### src/rtl/rs232_packet_rx.sv
// rs232_packet_rx: 8N1 UART receiver plus packet framer.
// Verified packets are released as a ready/valid byte stream.
module rs232_packet_rx #(
  parameter int CLK_HZ  = 50000000,
  parameter int BAUD    = 115200,
  parameter int MAX_LEN = 16
) (
  input  logic       clk_clk,
  input  logic       reset_reset_n,
  input  logic       rxd,
  output logic [7:0] out_data,
  output logic       out_valid,
  input  logic       out_ready,
  output logic       out_last,
  output logic [7:0] out_cmd,
  output logic [7:0] out_len,
  output logic       chk_err,
  output logic       len_err,
  output logic       frame_err,
  output logic       overrun
);

  localparam int DIV = CLK_HZ / BAUD;
  localparam int CW  = $clog2(DIV + 1);
  localparam int AW  = (MAX_LEN > 1) ? $clog2(MAX_LEN) : 1;
  localparam logic [CW-1:0] DIV_M1  = CW'(DIV - 1);
  localparam logic [CW-1:0] HALF_M1 = CW'(DIV / 2 - 1);
  localparam logic [7:0]    MAXL    = 8'(MAX_LEN);
  localparam logic [7:0]    SYNC    = 8'h7E;

  typedef enum logic [1:0] {
    U_IDLE, U_START, U_DATA, U_STOP
  } ustate_t;

  typedef enum logic [2:0] {
    P_HUNT, P_CMD, P_LEN, P_PAY, P_CHK, P_DRAIN
  } pstate_t;

  logic          rx_m, rx_s, rx_prev;
  ustate_t       u_st, u_nxt;
  logic [CW-1:0] cnt;
  logic [2:0]    bit_cnt;
  logic [7:0]    shreg;
  logic          tick, bd, frm_evt;

  pstate_t       p_st, p_nxt;
  logic [7:0]    idx, chk;
  logic          chk_evt, len_evt;
  logic          drain, hs, last_idx;
  logic [7:0]    mem [2**AW];

  // Two-flop synchronizer plus one delayed copy for edge detection
  always_ff @(posedge clk_clk or negedge reset_reset_n) begin
    if (!reset_reset_n) begin
      rx_m    <= 1'b1;
      rx_s    <= 1'b1;
      rx_prev <= 1'b1;
    end else begin
      rx_m    <= rxd;
      rx_s    <= rx_m;
      rx_prev <= rx_s;
    end
  end

  assign tick = (cnt == '0);

  // UART state register
  always_ff @(posedge clk_clk or negedge reset_reset_n) begin
    if (!reset_reset_n) u_st <= U_IDLE;
    else                u_st <= u_nxt;
  end

  // UART next state, byte completion and stop-bit check
  always_comb begin
    u_nxt   = u_st;
    bd      = 1'b0;
    frm_evt = 1'b0;
    case (u_st)
      U_IDLE:
        if (rx_prev && !rx_s) u_nxt = U_START;
      U_START:
        if (tick) u_nxt = rx_s ? U_IDLE : U_DATA;
      U_DATA:
        if (tick && bit_cnt == 3'd7) u_nxt = U_STOP;
      U_STOP:
        if (tick) begin
          u_nxt   = U_IDLE;
          bd      = rx_s;
          frm_evt = !rx_s;
        end
      default: u_nxt = U_IDLE;
    endcase
  end

  // Bit timer and LSB-first shift register
  always_ff @(posedge clk_clk or negedge reset_reset_n) begin
    if (!reset_reset_n) begin
      cnt     <= '0;
      bit_cnt <= '0;
      shreg   <= '0;
    end else begin
      if (u_st == U_IDLE) begin
        cnt     <= HALF_M1;
        bit_cnt <= '0;
      end else if (tick) begin
        cnt <= DIV_M1;
      end else begin
        cnt <= cnt - CW'(1);
      end
      if (u_st == U_DATA && tick) begin
        shreg   <= {rx_s, shreg[7:1]};
        bit_cnt <= bit_cnt + 3'd1;
      end
    end
  end

  assign drain     = (p_st == P_DRAIN);
  assign last_idx  = (out_len == 8'd0) || (idx == out_len - 8'd1);
  assign out_valid = drain;
  assign out_last  = drain && last_idx;
  assign out_data  = (drain && out_len != 8'd0) ? mem[idx[AW-1:0]] : 8'h00;
  assign hs        = out_valid && out_ready;

  // Parser state register
  always_ff @(posedge clk_clk or negedge reset_reset_n) begin
    if (!reset_reset_n) p_st <= P_HUNT;
    else                p_st <= p_nxt;
  end

  // Parser next state and error events
  always_comb begin
    p_nxt   = p_st;
    chk_evt = 1'b0;
    len_evt = 1'b0;
    case (p_st)
      P_HUNT:
        if (bd && shreg == SYNC) p_nxt = P_CMD;
      P_CMD:
        if (bd) p_nxt = P_LEN;
      P_LEN:
        if (bd) begin
          if (shreg > MAXL) begin
            len_evt = 1'b1;
            p_nxt   = P_HUNT;
          end else begin
            p_nxt = (shreg == 8'd0) ? P_CHK : P_PAY;
          end
        end
      P_PAY:
        if (bd && idx == out_len - 8'd1) p_nxt = P_CHK;
      P_CHK:
        if (bd) begin
          if (shreg == chk) begin
            p_nxt = P_DRAIN;
          end else begin
            chk_evt = 1'b1;
            p_nxt   = P_HUNT;
          end
        end
      P_DRAIN:
        if (hs && last_idx) p_nxt = P_HUNT;
      default: p_nxt = P_HUNT;
    endcase
    if (frm_evt && !drain) p_nxt = P_HUNT;
  end

  // Header capture, checksum, index and registered pulses
  always_ff @(posedge clk_clk or negedge reset_reset_n) begin
    if (!reset_reset_n) begin
      out_cmd   <= '0;
      out_len   <= '0;
      chk       <= '0;
      idx       <= '0;
      chk_err   <= 1'b0;
      len_err   <= 1'b0;
      frame_err <= 1'b0;
      overrun   <= 1'b0;
    end else begin
      chk_err   <= chk_evt;
      len_err   <= len_evt;
      frame_err <= frm_evt;
      overrun   <= drain && (bd || frm_evt);
      if (bd) begin
        case (p_st)
          P_CMD: begin
            out_cmd <= shreg;
            chk     <= shreg;
          end
          P_LEN:
            if (!len_evt) begin
              out_len <= shreg;
              chk     <= chk ^ shreg;
              idx     <= '0;
            end
          P_PAY: begin
            chk <= chk ^ shreg;
            idx <= idx + 8'd1;
          end
          P_CHK: idx <= '0;
          default: ;
        endcase
      end
      if (hs) idx <= idx + 8'd1;
    end
  end

  // Payload buffer write port
  always_ff @(posedge clk_clk) begin
    if (bd && p_st == P_PAY) mem[idx[AW-1:0]] <= shreg;
  end

endmodule

### config.mk
export PLATFORM = sky130hd
export DESIGN_NAME = rs232_packet_rx
export DESIGN_NICKNAME = d
export VERILOG_FILES = /design/src/rtl/rs232_packet_rx.sv
export SDC_FILE = /design/constraint.sdc
export NUM_CORES = 1
export LEC_CHECK = 0
export ABC_AREA = 1
export CORE_ASPECT_RATIO = 2
export CORE_MARGIN = 2
export CORE_UTILIZATION = 30
export DETAILED_ROUTE_END_ITERATION = 10
export HOLD_SLACK_MARGIN = 0.08
export PLACE_DENSITY = 0.55
export SYNTH_ARGS = -nofsm -noshare
export SYNTH_HDL_FRONTEND = slang
export SYNTH_SLANG_ARGS = --single-unit
export TNS_END_PERCENT = 50
### constraint.sdc
create_clock -name clk_clk -period 2.75 [get_ports clk_clk]
set_input_delay 0.275 -clock clk_clk [delete_from_list [all_inputs] [get_ports clk_clk]]
set_output_delay 0.275 -clock clk_clk [all_outputs]
set_load 0.01 [all_outputs]
==> qor.yml, run 1 <==
die_h_um: 242
synth_cell_type_count: 38
ys_seq_elements: 192
fin_nets: 886
synth_top_area_share_pct: 45.3
post-place-ws_ps: 329
worstPathMaxFanout: 12
antenna_found_initial: 0
crit_required_ps: 2480
grt_max_degree: 40
dp_hpwl_um: 14000
overflow: 0
critPathKind: "flip-flop to output port"
ys_warn_count: 0
clockBufferDepth: 2
status: "finished clean"
fin_setup_tns_ps: 0
drt-pass1-iter-count: 5
syn-num-nets: 822
vias_per_cell: 4.82
synth_area_leaders: "edfxtp_1 (45%), dfrtp_1 (18%), nand2_1 (6.7%)"
cts.sinks: 192
synth_edf_count: 128
clk_pin_slew_ps: 70
grt_usage_pct: 14.5
row_count: 87
initial_core_util_pct: 30.4
clock_latency_ps: 450
via_count: 5981
final_common_cell: "nand2_1"
wl_per_cell_um: 16.5
wl_um: 20500
multiInputGateArea_um2: 2740
hold_path.class: "input pin to async pin"
dieArea_um2: 29700
ant_nets: 0
dieWidth_um: 123
power_density_nw_per_um2: 571
setup_viol: 0
yosysSeqAreaShare_pct: 64.2
worst_path_max_delay_cell: "clkdlybuf4s50_1"
endpoint_kind: "output port"
htree_levels: 4
io_buffers: 33
cpPeakStageDelay_ps: 570
async_reset_ff_share_pct: 33.3
syn_area_um2: 8490
final_cell_mix: "nand2_1 (151), edfxtp_1 (128), nor2_1 (118), o21ai_0 (93), dfrtp_1 (60)"
yosysTopAreaCell: "edfxtp_1"
synth-main-ff-cell: "edfxtp_1"
arrival_ps: 2400
fmax_ghz: 0.374
finClkSkew_ps: 8.47
regArea_um2: 5450
drt_iter0_markers: 381
maxCapViolCount: 0
worstPathCellList: "inv_2, buf_4, o21ai_0, o22ai_1, nand2_1, a41oi_2, clkdlybuf4s50_1"
period_minus_slack_ps: 2680
root_buffer: "clkbuf_16"
coreArea_um2: 28000
relSlewSlack_pct: 55.9
finalMaxSlewViolations: 0
tritoncts: "yes"
worstMarginPinSlew_ps: 661
ioPinCount: 34
gp_congestion: 0.864
finalCritPeriodShare_pct: 97.3
p_leak_uw: 0.00370
syn-mean-instance-area_um2: 10.5
max-vdd-ir-drop_mv: 0.435
synth_cells: 808
fillers: 2743
num_antenna_cells: 0
layout-drive-gt1-share_pct: 13.1
area_growth_pct: 18.7
grt_pass1_wl_um: 33000
drc: 0
finalWorstSetupSlack_ps: 73.6
cp-start-kind: "flip-flop"
cp_top_family: "buffers and inverters"
cts_buffers: 17
first_global_vias: 5957
rsz0062_at_grt: "false"
hold_viol: 0
worst-path-buf-inv: 3
## layer usage
metal	vias to the layer above	part of all wire [%]	global-route usage [%]
met3	26	3.1	2.19
met5	-	0	0
met1	2924	44	18.6
met4	0	2.3	6.02
li1	2921	-	-
met2	110	51	24.0
## Yosys cell counts, types with 2 or more instances
cell type  number
a21oi_1        11
a32o_1          2
a41oi_1         8
buf_2           6
buf_4           2
buf_6           2
clkbuf_1       17
clkbuf_2        2
clkinv_1        4
dfrtp_1        61
dfstp_2         3
edfxtp_1      128
ha_1           10
inv_1          37
inv_2          12
nand2_1       152
nand2_2         5
nand3_1        24
nand3_4         2
nand4_1         5
nor2_1        118
nor2_2          4
nor2_4          6
nor3_1          6
nor4_1          4
o21ai_0        93
o21ai_1        19
o21ai_2         2
o22ai_1        33
xnor2_1        10
xor2_1         13
## power breakdown
part           internal, uW  total (uW)  switching (uW)
clock network          1180        2330            1140
logic                  95.6         254             159
registers              3120        3180            58.3
## registers in the layout (all words and copies together) (netlist names), 3 cells and up, named ones only
signal and flops:
mem 128, p_st 3, out_len 8, bit_cnt 3, idx 8, cnt 9, shreg 8, out_cmd 8
chk 8
## cell families after synthesis
group,Yosys count,synth area share (%)
flops,192,64.2
compound gates,171,11.2
xor+xnor,23,2.37
simple gates,330,16.8
fa+ha+maj,10,1.47
buf+inv,82,4.01
## what timing repair did
item,4_1_cts,5_1_grt
gates cloned,1,0
setup buffers,0,0
setup endpoints to repair,9,3
hold buffers,1,0
resized for setup,14,4
hold endpoints to repair,61,0
## final timing paths
| kind | start | cells after the start | slack, ps | end |
|---|---|---|---|---|
| min | reset_reset_n | 2 | 200 | idx[1]$_DFFE_PN0P_ |
| min reg2reg | rx_m$_DFF_PN1_ | 0 | 370 | rx_s$_DFF_PN1_ |
| max | idx[0]$_DFFE_PN0P_ | 7 | 70 | out_data[6] |
| max reg2reg | cnt[0]$_DFF_PN0_ | 11 | 340 | mem[0][6]$_DFFE_PP_ |
| max in group asynchronous | reset_reset_n | 3 | 1840 | rx_prev$_DFF_PN1_ |
| min in group clk_clk | rxd | 1 | 230 | rx_m$_DFF_PN1_ |
## per-stage QoR
step,power (uW),hold WS [ps],instance area (um^2),instances,util [%]
CTS,5820,196,10100,1240,36.0
finish,5760,204,10100,1240,36.0
global placement,3480,141,9450,1207,33.8
detailed placement,3500,135,9450,1207,33.8
global route,5970,211,10100,1240,36.0
floorplan,3420,-20.6,8490,808,-
## area by class of cell
| cell class | count | area share (%) |
|---|---|---|
| Clock inverter | 14 | 1.23 |
| Inverter | 53 | 1.97 |
| Clock buffer | 17 | 4.22 |
| Timing Repair Buffer | 74 | 6.97 |
| Tap cell | 356 | 4.42 |
| Sequential cell | 192 | 54.1 |
| Multi-Input combinational cell | 534 | 27.1 |
Note: power is estimated with default switching activity, not from simulation.
==> run 2, diff against run 1 <==
--- a/config.mk
+++ b/config.mk
@@ -5,13 +5,13 @@
 export SDC_FILE = /design/constraint.sdc
 export NUM_CORES = 1
 export LEC_CHECK = 0
-export ABC_AREA = 1
 export CORE_ASPECT_RATIO = 2
 export CORE_MARGIN = 2
 export CORE_UTILIZATION = 30
 export DETAILED_ROUTE_END_ITERATION = 10
 export HOLD_SLACK_MARGIN = 0.08
 export PLACE_DENSITY = 0.55
+export SKIP_LAST_GASP = 1
 export SYNTH_ARGS = -nofsm -noshare
 export SYNTH_HDL_FRONTEND = slang
 export SYNTH_SLANG_ARGS = --single-unit
==> run 2 against run 1 <==
The flow now finishes with violations (setup timing). Highest routed layer unchanged. Flip-flop and latch count stayed put. Critical endpoint is now out_data[1]. First-iteration DRC count is 30% lower. Worst hold slack better by 31 ps. Maximum frequency is 4.0% lower. Register-to-register slack worse by 140 ps.
==> qor.yml, run 2 <==
dieArea_um2: 29200
regArea_um2: 5450
setup_viol: 3
synth_top_area_share_pct: 46.1
yosysMostFrequentCell: "edfxtp_1"
finClkSkew_ps: 7.87
htree_levels: 4
finalMaxSlewViolations: 0
drc: 0
vias_per_cell: 4.98
synth-main-ff-cell: "edfxtp_1"
power_density_nw_per_um2: 595
synthMuxAreaShare_pct: 13.7
synth_cell_type_count: 52
overflow: 0
worstMarginPinSlew_ps: 602
synth_commonest_cells: "edfxtp_1 (128), dfrtp_1 (61), mux4_2 (40), nand2_1 (34), nor2_1 (33)"
grt_max_degree: 39
syn-num-nets: 567
maxCapViolCount: 0
arrival_ps: 2510
num_antenna_cells: 0
synth-simple-area-share_pct: 10.1
endpoint_kind: "output port"
grt_usage_pct: 14.5
ys_warn_count: 0
rsz0062_at_grt: "true"
status: "complete, but fails checks"
final_common_cell: "edfxtp_1"
yosysTopAreaCell: "edfxtp_1"
finalCritPeriodShare_pct: 101
synth_top_family_by_area: "multiplexers"
final_cell_mix: "edfxtp_1 (128), dfrtp_1 (59), buf_4 (58), mux4_2 (40), nand2_1 (34)"
drt-pass1-iter-count: 4
placed_area_um2: 9460
async_reset_ff_share_pct: 33.3
hold_path.class: "input pin to flip-flop"
cts.sinks: 192
tritoncts: "yes"
p_leak_uw: 0.00344
clock_latency_ps: 440
ys_seq_elements: 192
finalWorstSetupSlack_ps: -38.6
yosysSeqAreaShare_pct: 65.3
synth_area_leaders: "edfxtp_1 (46%), dfrtp_1 (18%), mux4_2 (11%)"
via_count: 5048
row_count: 86
io_buffers: 33
synth_compound_area_share_pct: 4.81
fin_setup_tns_ps: -74.4
fin_nets: 662
dp_hpwl_um: 14100
drt_iter0_markers: 267
ioPinCount: 34
design_area_um2: 10300
critPathKind: "flip-flop to output port"
fmax_ghz: 0.359
largest_reg_flops: 128
hold_viol: 0
cts_buffers: 17
ant_nets: 0
synth_fa_ha_area_share_pct: 1.50
synth_edf_count: 128
cp-start-kind: "flip-flop"
layout-drive-gt1-share_pct: 28.6
antenna_found_initial: 0
max-vdd-ir-drop_mv: 0.372
gp_congestion: 0.881
dieWidth_um: 122
relSlewSlack_pct: 59.8
worstPathMaxFanout: 8
clockBufferDepth: 2
crit_required_ps: 2480
coreArea_um2: 27400
root_buffer: "clkbuf_16"
multiInputGateArea_um2: 2800
initial_core_util_pct: 30.4
syn-mean-instance-area_um2: 15.1
wl_um: 19800
post-place-ws_ps: -193
area_growth_pct: 23.3
period_minus_slack_ps: 2790
clk_pin_slew_ps: 70
die_h_um: 240
first_global_vias: 5504
synth_xor_area_share_pct: 2.62
grt_pass1_wl_um: 31300
fillers: 2584
wl_per_cell_um: 19.5
violations: "setup timing"
synth_cells: 553
syn_area_um2: 8340
==> run 2: path summary, 6_finish.rpt <==
kind / from / end / slack, ps / cells after the start
max in group asynchronous: reset_reset_n / rx_m$_DFF_PN1_ / 1690 / 3
worst max register to register: cnt[0]$_DFF_PN0_ / mem[1][5]$_DFFE_PP_ / 200 / 8
worst min-delay path: rxd / rx_m$_DFF_PN1_ / 230 / 1
worst max-delay path: idx[0]$_DFFE_PN0P_ / out_data[1] / -40 / 7
min in group asynchronous: reset_reset_n / out_cmd[1]$_DFFE_PN0P_ / 290 / 2
worst min register to register: rx_m$_DFF_PN1_ / rx_s$_DFF_PN1_ / 360 / 0
==> run 2: repair_timing <==
item	in CTS	in global routing
gates cloned	3	0
hold buffers	1	0
gates resized for setup	61	9
pin swaps	4	2
endpoints found under the hold margin	14	0
endpoints found under the setup margin	9	9
buffers inserted	10	0
==> run 2: report_power, final <==
part           internal [uW]  total [uW]  switching (uW)  leakage (uW)
combinational            244         447             203       0.00144
clock                   1360        2450            1090      0.000276
sequential              3120        3220            98.9       0.00172
total                   4730        6120            1400       0.00344
==> run 2: cell families (layout without fill, tap and decap cells) <==
kind of cell / Yosys count / after routing
DFF: 192 / 192
and+or+nand+nor: 155 / 155
AOI/OAI and AO/OA: 70 / 70
muxes: 62 / 62
buffers and inverters: 39 / 147
xor gates and xnor gates: 25 / 25
adders and majority gates: 10 / 10
==> run 2: area by class of cell <==
type / count / share of cell area (%)
multi-input cells: 322 / 27.2
well taps: 352 / 4.28
clock inverters: 13 / 1.51
inverters: 11 / 0.402
flip-flops and latches: 192 / 53.0
repair buffers: 104 / 9.33
clock buffers: 19 / 4.21
==> run 2: through the flow <==
stage	util, %	total power (uW)	hold WS [ps]	std cells
2_1_floorplan	-	3510	-20.6	553
3_3_place_gp	34.5	3620	204	969
3_5_place_dp	34.5	3640	208	969
4_1_cts	37.6	6230	217	1015
5_1_grt	37.5	6360	226	1013
6_report	37.5	6120	235	1013
==> run 2: routing by layer <==
metal	share of wire [%]	global-route usage, %
met5	0	0
met4	2.7	5.78
met3	2.9	2.88
met2	58	27.8
met1	36	14.9
==> run 2: critical path, stage by stage, from the launching register on <==
cell and delay, ps:
dfrtp_2 440, buf_6 130, buf_12 130, buf_6 110
mux4_2 490, mux4_2 470, and3_4 190, buf_6 110
==> variant 1, RTL diff (flow settings as in run 1) <==
Put one more register stage on the output `overrun`, cleared by the reset. The value now appears one clock later. The other outputs are not delayed to match.
--- a/src/rtl/rs232_packet_rx.sv
+++ b/src/rtl/rs232_packet_rx.sv
@@ -37,4 +37,6 @@
   } pstate_t;
 
+  logic overrun_s0;
+
   logic          rx_m, rx_s, rx_prev;
   ustate_t       u_st, u_nxt;
@@ -175,10 +177,10 @@
       len_err   <= 1'b0;
       frame_err <= 1'b0;
-      overrun   <= 1'b0;
+      overrun_s0 <= 1'b0;
     end else begin
       chk_err   <= chk_evt;
       len_err   <= len_evt;
       frame_err <= frm_evt;
-      overrun   <= drain && (bd || frm_evt);
+      overrun_s0 <= drain && (bd || frm_evt);
       if (bd) begin
         case (p_st)
@@ -210,4 +212,12 @@
   end
 
+  always_ff @(posedge clk_clk or negedge reset_reset_n) begin
+    if (!reset_reset_n) begin
+      overrun <= '0;
+    end else begin
+      overrun <= overrun_s0;
+    end
+  end
+
 endmodule
 
Behaviour: same outputs for any inputs over 10 cycles, from zero or initial values and one cycle with reset_reset_n low; that may be too few to reach the edited logic, so the function may still have changed.
==> variant 1 against run 1 <==
Final area rose by 0.67%; routed wire length is 0.39% higher; die area is 0.14% lower; sequential cell count is 1 higher; clock power up 8%; synthesized cell count fell by 0.12%; worst setup slack improved by 0.066 ns; largest cell class unchanged; total power increased by 2.5%; area after synthesis down 0.15%.
==> variant 1: results <==
[synthesis]
synth_xor_area_share_pct = 1.61
synth_nets = 821
synth-compound-area-share_pct = 12.2
synthTopCellsByArea = "edfxtp_1 45%, dfrtp_1 18%, nand2_1 6.6%"
ys_top_cells_by_count = "149 x nand2_1, 128 x edfxtp_1, 123 x nor2_1"
netlist_instances = 807
synth_adder_area_share_pct = 1.48
synthArstFlopShare_pct = 33.7

[grt]
grt_max_degree = 66
grt_usage_pct = 14.3
grt_pass1_vias = 5867
grt_pass1_wl_mm = 32.5

[placed_design]
place_area_um2 = 9470
dp.cells = 1210
place.gp.congestion = 0.831

[pwr]
leakagePower_nw = 3.84
vdd_drop_max_uv = 395

[sta]
worst_pin_slew_ns = 0.823
fin_skew_ns = 0.0122

[final_layout]
fin_nets = 889
n_fill_cell = 2714
drive_gt1_share_pct = 12.5

[detailed_routing]
vias = 5974
viasPerCell = 4.80
wirelength_mm = 20.6
drt-pass1-iter-count = 6

[run_status]
status = "complete, no violations"

[critical_path]
cp.arrival_ns = 2.34
crit_fanout = 36

[cts]
post_cts_buffers = 0
==> variant 1: logic make-up (layout without fill, tap and decap cells) <==
kind of cell    Yosys count  count (layout)
simple gates            323             323
xor+xnor                 14              14
fa+ha+maj                10              10
buf+inv                  88             169
compound gates          179             179
flops                   193             193
==> variant 1: path summary, 6_finish.rpt <==
check,startpoint,endpoint,slack (ns),cells after the start
setup / recovery,idx[0],out_data[3],0.14,7
hold / removal,reset_reset_n,bit_cnt[1],0.20,2
setup reg to reg,cnt[0],mem[5][4],0.24,11
hold reg to reg,rx_m,rx_s,0.36,0
max in group asynchronous,reset_reset_n,rx_prev,1.89,3
min in group clk_clk,rxd,rx_m,0.26,1
==> variant 1: timing repair <==
action | in CTS | in global routing
hold buffers | 1 | 0
cloned | 0 | 1
resized for setup | 16 | 4
pin swaps | 1 | 1
endpoints found under the setup margin | 9 | 4
endpoints found under the hold margin | 63 | 0
==> variant 1: layer usage <==
metal	GRT usage [%]	vias to the layer above	wire, µm
met2	22.3	133	9860
met4	3.28	0	113
met1	20.2	2907	9780
met3	3.00	8	833
li1	-	2926	-
met5	0	-	0
==> variant 1: power breakdown <==
part	leakage, nW	internal, mW	switching, mW	total (mW)
clock	0.299	1.37	1.15	2.52
sequential	1.81	3.13	0.0536	3.18
combinational	1.73	0.0821	0.119	0.201
==> variant 1: stage by stage <==
step	utilization [%]	setup WS [ns]
floorplan	-	0.406
global placement	33.8	0.271
detailed placement	33.8	0.207
CTS	36.1	-0.100
global route	36.3	-0.0750
finish	36.3	0.140
==> variant 1: area by class of cell <==
type | instances | share of cell area (%)
clock buffer | 17 | 4.19
inverter | 60 | 2.22
timing repair buffer | 77 | 7.10
clock inverter | 15 | 1.73
sequential | 193 | 53.9
tap | 356 | 4.39
multi-input combinational | 526 | 26.4
==> variant 1: critical path, cell delays in order, from the launching register on <==
cell and delay [ns]:
dfrtp_2 0.49, clkinv_1 0.16, buf_12 0.21, o21ai_0 0.12
o22ai_2 0.20, nand2_1 0.10, a41oi_1 0.30, dlygate4sd2_1 0.31
==> variant 2, RTL diff (config.mk and constraints of run 1) <==
Without the edit above. The parameter `CLK_HZ` goes from 50000000 to 100000000.
--- a/src/rtl/rs232_packet_rx.sv
+++ b/src/rtl/rs232_packet_rx.sv
@@ -2,5 +2,5 @@
 // Verified packets are released as a ready/valid byte stream.
 module rs232_packet_rx #(
-  parameter int CLK_HZ  = 50000000,
+  parameter int CLK_HZ  = 100000000,
   parameter int BAUD    = 115200,
   parameter int MAX_LEN = 16
Formal check against the unedited RTL: no difference found for any inputs over 10 cycles, from zero or initial values and one cycle with reset_reset_n low; that may be too few to reach the edited logic, so the function may still have changed.
==> variant 2 against run 1 <==
The run now ends with negative setup slack left; total power rose by 3.2%; synthesized cell count rose by 2.4%; sequential cell count rose by 1; area after synthesis rose by 0.97%; final area rose by 1.7%; die area rose by 0.95%; non-clock buffer count did not move; routed wire length rose by 8.8%; first-iteration DRC count fell by 29%; worst setup slack got worse by 0.12 ns; critical path type unchanged; largest cell class unchanged.
==> variant 2: results <==
[grt]
grt_pass1_wl_mm = 34.8
grt_pass1_vias = 6307
grt_usage_pct = 15.8
grt_max_degree = 53

[sta]
whs_ns = 0.239
fin_tns_setup_ns = -0.0498
fin_skew_ns = 0.0177
setup_viol = 1
worst_pin_slew_ns = 0.662
setup_slack_ns = -0.0498

[critical_path]
cp.arrival_ns = 2.52
ff2ff_path_depth = 9
startpoint = "idx[1]"
cpPeakStageDelay_ns = 0.57
cp_top_family = "buffers and inverters"
r2r_start = "p_st[1]"
crit_fanout = 23

[placed_design]
place.gp.congestion = 0.867
dp.cells = 1227
dp_hpwl_mm = 15.9
pre_cts_ws_ns = 0.291
place_area_um2 = 9550

[final_layout]
fin_cells = 1261
drive_gt1_share_pct = 13.5
area_growth_pct = 19.6
fin_nets = 906
n_fill_cell = 2736

[pwr]
vdd_drop_max_uv = 471
swShare_pct = 23.7
seqPwrFrac_pct = 53.6

[floorplan]
start_util_pct = 30.4

[synthesis]
synth_nets = 841
synth-compound-area-share_pct = 12.3
synthTopCellsByArea = "edfxtp_1 45%, dfrtp_1 18%, nand2_1 7.2%"
ys_types = 39
synth_adder_area_share_pct = 1.46
synth_xor_area_share_pct = 1.53
synthArstFlopShare_pct = 33.7
avgSynthCellArea_um2 = 10.4
ys_seq_area_share_pct = 63.8

[detailed_routing]
wl_per_cell_um = 17.7
viasPerCell = 4.83
drt-pass1-iter-count = 4
detail_route.iter0.violations = 272

[run_status]
violations = "negative setup slack"
status = "complete, but fails checks"

[cts]
cts-resized-gates = 15
cts-root-buf = "clkbuf_16"

[min_path]
min_path_type = "in -> reg"
## variant 2: changes by cell type after synthesis, moves of 7 or more
cell and delta:
inv_1 +19, o21ai_1 -16, nand3_1 -7, a21oi_1 +7, o21ai_2 +9, inv_2 -8
nand2_1 +13, o21ai_0 +11
## variant 2: layout make-up
| type | instances | area share (%) |
|---|---|---|
| Multi-Input combinational cell | 544 | 27.1 |
| Tap cell | 356 | 4.34 |
| Inverter | 62 | 2.31 |
| Clock buffer | 17 | 4.15 |
| Clock inverter | 15 | 1.74 |
| Sequential cell | 193 | 53.4 |
| Timing Repair Buffer | 74 | 6.99 |
## variant 2: layer usage
layer / wire length [µm] / GRT usage, % / vias up / part of all wire, %
li1: - / - / 2972 / -
met1: 7760 / 15.1 / 2951 / 35
met4: 1400 / 10.3 / 0 / 6.3
met5: 0 / 0 / - / 0
met3: 573 / 2.94 / 56 / 2.6
met2: 12600 / 29.3 / 113 / 56
